### src/rtl/fetch_sequencer.sv
// Instruction fetch/sequencing stage: owns the PC, fetches over a req/ack port,
// strobes the control unit once per instruction and applies its branch/halt decision.
module fetch_sequencer #(
  parameter int unsigned ADDR_W      = 10,
  parameter int unsigned RESET_PC    = 0,
  parameter int unsigned ACK_TIMEOUT = 15
) (
  input  logic              clk,
  input  logic              rst,
  output logic              im_req,
  output logic [ADDR_W-1:0] im_addr,
  input  logic              im_ack,
  input  logic [15:0]       im_data,
  output logic [15:0]       IR,
  output logic              CU_en,
  input  logic              bra,
  input  logic [ADDR_W-1:0] BADR,
  input  logic              hlt,
  input  logic              exec_busy,
  output logic [ADDR_W-1:0] pc,
  output logic              halted,
  output logic              fetch_err,
  output logic [15:0]       instr_cnt
);

  localparam int unsigned IR_W  = 16;
  localparam int unsigned CNT_W = 16;
  localparam int unsigned TMO_W = (ACK_TIMEOUT > 1) ? $clog2(ACK_TIMEOUT) : 1;

  typedef enum logic [2:0] {
    S_IDLE,
    S_FETCH,
    S_DECODE,
    S_EXEC,
    S_HALT
  } state_e;

  state_e             state_q, state_d;
  logic [ADDR_W-1:0]  pc_q, pc_d;
  logic [IR_W-1:0]    ir_q, ir_d;
  logic               im_req_q, im_req_d;
  logic               cu_en_q, cu_en_d;
  logic               halted_q, halted_d;
  logic               fetch_err_q, fetch_err_d;
  logic [CNT_W-1:0]   instr_cnt_q, instr_cnt_d;
  logic [TMO_W-1:0]   tmo_q, tmo_d;

  // Next-state and registered-output logic; tmo_q holds (FETCH cycle number - 1).
  always_comb begin
    state_d     = state_q;
    pc_d        = pc_q;
    ir_d        = ir_q;
    im_req_d    = im_req_q;
    cu_en_d     = 1'b0;
    halted_d    = halted_q;
    fetch_err_d = fetch_err_q;
    instr_cnt_d = instr_cnt_q;
    tmo_d       = tmo_q;

    case (state_q)
      S_IDLE: begin
        state_d  = S_FETCH;
        im_req_d = 1'b1;
        tmo_d    = '0;
      end
      S_FETCH: begin
        if (im_ack) begin
          ir_d     = im_data;
          im_req_d = 1'b0;
          cu_en_d  = 1'b1;
          state_d  = S_DECODE;
        end else if (tmo_q == TMO_W'(ACK_TIMEOUT - 1)) begin
          fetch_err_d = 1'b1;
          halted_d    = 1'b1;
          im_req_d    = 1'b0;
          state_d     = S_HALT;
        end else begin
          tmo_d = tmo_q + TMO_W'(1);
        end
      end
      S_DECODE: begin
        state_d = S_EXEC;
      end
      S_EXEC: begin
        if (!exec_busy) begin
          instr_cnt_d = instr_cnt_q + CNT_W'(1);
          if (hlt) begin
            halted_d = 1'b1;
            state_d  = S_HALT;
          end else begin
            pc_d     = bra ? BADR : pc_q + ADDR_W'(1);
            im_req_d = 1'b1;
            tmo_d    = '0;
            state_d  = S_FETCH;
          end
        end
      end
      S_HALT: begin
        im_req_d = 1'b0;
      end
      default: begin
        state_d = S_IDLE;
      end
    endcase
  end

  always_ff @(posedge clk) begin
    if (rst) begin
      state_q     <= S_IDLE;
      pc_q        <= ADDR_W'(RESET_PC);
      ir_q        <= '0;
      im_req_q    <= 1'b0;
      cu_en_q     <= 1'b0;
      halted_q    <= 1'b0;
      fetch_err_q <= 1'b0;
      instr_cnt_q <= '0;
      tmo_q       <= '0;
    end else begin
      state_q     <= state_d;
      pc_q        <= pc_d;
      ir_q        <= ir_d;
      im_req_q    <= im_req_d;
      cu_en_q     <= cu_en_d;
      halted_q    <= halted_d;
      fetch_err_q <= fetch_err_d;
      instr_cnt_q <= instr_cnt_d;
      tmo_q       <= tmo_d;
    end
  end

  assign im_req    = im_req_q;
  assign im_addr   = pc_q;
  assign IR        = ir_q;
  assign CU_en     = cu_en_q;
  assign pc        = pc_q;
  assign halted    = halted_q;
  assign fetch_err = fetch_err_q;
  assign instr_cnt = instr_cnt_q;

endmodule

### config.mk
export PLATFORM = sky130hd
export DESIGN_NAME = fetch_sequencer
export DESIGN_NICKNAME = d
export VERILOG_FILES = /design/src/rtl/fetch_sequencer.sv
export SDC_FILE = /design/constraint.sdc
export NUM_CORES = 1
export LEC_CHECK = 0
export CORE_ASPECT_RATIO = 2
export CORE_MARGIN = 1.5
export CORE_UTILIZATION = 49
export CTS_CLUSTER_SIZE = 20
export DETAILED_ROUTE_END_ITERATION = 10
export PLACE_DENSITY = 0.88
export SETUP_SLACK_MARGIN = 0.02
export SKIP_CTS_REPAIR_TIMING = 1
export SYNTH_ARGS = -nofsm -noshare
export SYNTH_HDL_FRONTEND = slang
export SYNTH_SLANG_ARGS = --single-unit
### constraint.sdc
create_clock -name clk -period 4.7 [get_ports clk]
set_input_delay 0.94 -clock clk [delete_from_list [all_inputs] [get_ports clk]]
set_output_delay 0.94 -clock clk [all_outputs]
set_load 0.02 [all_outputs]
==> results.txt <==
run status: completed
Via density: 5.60
Reg2Reg Depth: 4
area leader, netlist: dfxtp_1
Starting Density: 50.0%
hold wc startpoint: halted
highest metal used: met4
register area: 1060 um2
initial antenna violation count: 0
largest net degree at the start of global routing: 59
endpoint class of the critical path: flop
pins over their slew limit: 0
vias: 2452
sequential area share after synthesis: 41.7%
multi-input logic area: 1290 um2
drt first-iter violations: 62
Place WS: 1.72 ns
Die Wd: 53.9 um
setup TNS: 0 ns
WHS Path Cells: 2
RSZ-0062 raised after global routing: no
Comb pwr share: 12.2%
Tmin final: 2.65 ns
Critical Path RT: 4.90 ns
worst-path fanout max: 9
Port Buf Inserts: 87
first-pass GRT wire length: 10200 um
Sw Ratio: 23.7%
met3 wire length: 243 um
syn avg cell area: 8.10 um2
M1 WL: 2480 um
Worst setup SP type: input port
EDFF count, synth: 0
synth warn: 0
CP arrival: 2.86 ns
Leakage: 1.13 nW
Finish-stage setup viols: 0
Int Power: 0.000689 W
FMAX: 377 MHz
Reg2Reg Setup Slack: 2.64 ns
Layout Skew: 0.00446 ns
share of cells above drive strength 1: 4.74%
total gr overflow: 0
clock tree buffer depth: 2
final setup margin: 2.05 ns
Layout area overhead: 34.9%
# rows: 37
Clk pwr share: 35.7%
NetSw: 0.000214 W
top post-synthesis cells by count: dfxtp_1, nand2_1, a21oi_1
Cell Area, Synth: 2540 um2
CORE AREA: 5090 um2
cell count after synthesis: 314
post-DR wirelength/cell: 14.5 um
DP Cell Count: 430
Reg2Reg Capture Point: instr_cnt[15]
via count of the first global-routing pass: 2253
synth top area cells: dfxtp_1, nand2_1, a21oi_1
CTS root buf: clkbuf_8
Hold Violations, Final: 0
worst reg2reg path startpoint: state_q[1]
Worst VDD drop: 0.000219 V
Async SR Flop Fraction: 0%
DRC viols: 0
PwrDens: 263 nW/um2
unique cell type count in the Yosys netlist: 47
clk sink count: 53
drt pass-1 iters: 4
clk_lat worst skew: 0.31 ns
overall die height: 105 um
slew of the pin with the lowest slew margin: 1.03 ns
io pins: 88
worst hold path type: flop to flop
# nets final: 415
top-count cell post-synth: dfxtp_1
Slew HR: 31.5%
Worst Hold Path EP: halted
CTS tree: done
Yosys reg bits: 53
Final Cycle Share: 56.5%
Antenna Nets Post-Route: 0
met2 routed WL: 3430 um
Placer Congestion: 0.833
Layout Cells excl Fill: 438
CP Class: input port to flop
Num CTS Buffers: 5
antenna cells: 0
Syn Nets: 350
All-Layer GR Usage: 23.3%
clock-pin slew on the worst setup and hold paths: 0.09 ns
share of the synthesized area in the top cell type: 41.7%
HPWL after DPL: 4470 um
Routed WL: 6370 um
H-tree depth: 2
# fillers: 451
Seq pwr share: 52.1%
full die area: 5660 um2
MaxCap Viol Count: 0
Synth Flop Type: dfxtp_1
-- layout by cell type, fill, tap and decap left out, drive strengths merged, types with 2 or more instances in the layout --
| cell type | netlist | final |
|---|---|---|
| nand4 | 7 | 7 |
| or3 | 7 | 7 |
| o41ai | 2 | 2 |
| nor4 | 4 | 4 |
| dfxtp | 53 | 53 |
| a31oi | 4 | 4 |
| or4 | 2 | 2 |
| nand3 | 13 | 13 |
| o32ai | 4 | 4 |
| inv | 8 | 8 |
| clkdlybuf4s50 | 0 | 86 |
| xnor2 | 5 | 5 |
| nand2 | 48 | 48 |
| or3b | 3 | 3 |
| and2 | 2 | 2 |
| o31ai | 3 | 3 |
| a21oi | 35 | 35 |
| mux2i | 2 | 2 |
| ha | 4 | 4 |
| clkbuf | 13 | 7 |
| xor2 | 4 | 4 |
| o21ai | 12 | 12 |
| nor3b | 2 | 2 |
| nor2 | 25 | 25 |
| nor3 | 7 | 7 |
| and3 | 2 | 2 |
| o21a | 2 | 2 |
| or2 | 2 | 2 |
| nand3b | 3 | 3 |
| nand2b | 4 | 4 |
| a211oi | 2 | 2 |
| and4 | 2 | 2 |
-- flip-flops by register name, indices dropped and copies added, names as in the netlist --
register,flops
CU_en,1
IR,16
fetch_err,1
halted,1
im_addr,10
im_req,1
instr_cnt,16
state_q,3
tmo_q,4
-- power by group through the flow --
stage	Combinational, W	Sequential (W)	Clock [W]
CTS	0.000110	0.000471	0.000324
floorplan	0.0000493	0.000488	0
global route	0.000120	0.000472	0.000342
finish	0.000110	0.000471	0.000322
global placement	0.000107	0.000480	0
detailed placement	0.000109	0.000481	0
-- worst max-delay path, stage by stage --
cell and delay (ns):
clkdlybuf4s50_1 0.47, nand4bb_4 0.32, nor4_1 0.68, nand3_1 0.16, mux2_2 0.29
-- worst max path at each step --
stage | start | end | slack (ns) | depth (start not counted)
final | exec_busy | instr_cnt[15] | 2.05 | 5
after floorplan | exec_busy | instr_cnt[14] | 2.36 | 5
after global routing | exec_busy | instr_cnt[15] | 1.91 | 5
after global placement | exec_busy | instr_cnt[15] | 1.83 | 5
after CTS | exec_busy | instr_cnt[15] | 2.04 | 5
after detailed placement | exec_busy | instr_cnt[15] | 1.72 | 5
-- kinds of logic (layout without fill, tap and decap cells) --
family,count (synthesis),in the layout,share of synthesized area (%)
mux,3,3,1.23
xor+xnor,9,9,3.10
fa+ha+maj,4,4,1.97
simple gates,137,137,27.6
buf+inv,37,103,7.72
flops,53,53,41.7
compound gates,71,71,16.6
-- metal layers --
metal	vias up	global-route usage, %
li1	1231	-
met1	1127	26.5
met2	75	40.3
met3	19	3.00
met4	0	11.2
met5	-	0
-- stage by stage --
step           power, W  hold slack, ns  utilization (%)  instance area, um2
2_1_floorplan  0.000538           0.471                -                2540
3_3_place_gp   0.000587           0.437             65.1                3320
3_5_place_dp   0.000590           0.446             65.1                3320
4_1_cts        0.000905           0.459             67.4                3430
5_1_grt        0.000934           0.470             67.4                3430
6_report       0.000903           0.455             67.4                3430
-- cell type report --
cell class                 instances  area share [%]
clock buffer                       7            2.52
clock inverter                     1           0.875
inverter                           8           0.875
multi-input combinational        224            37.5
sequential                        53            30.9
tap                               58            2.11
timing repair buffer              87            25.2
No activity file was read; power rests on OpenSTA's default activity.
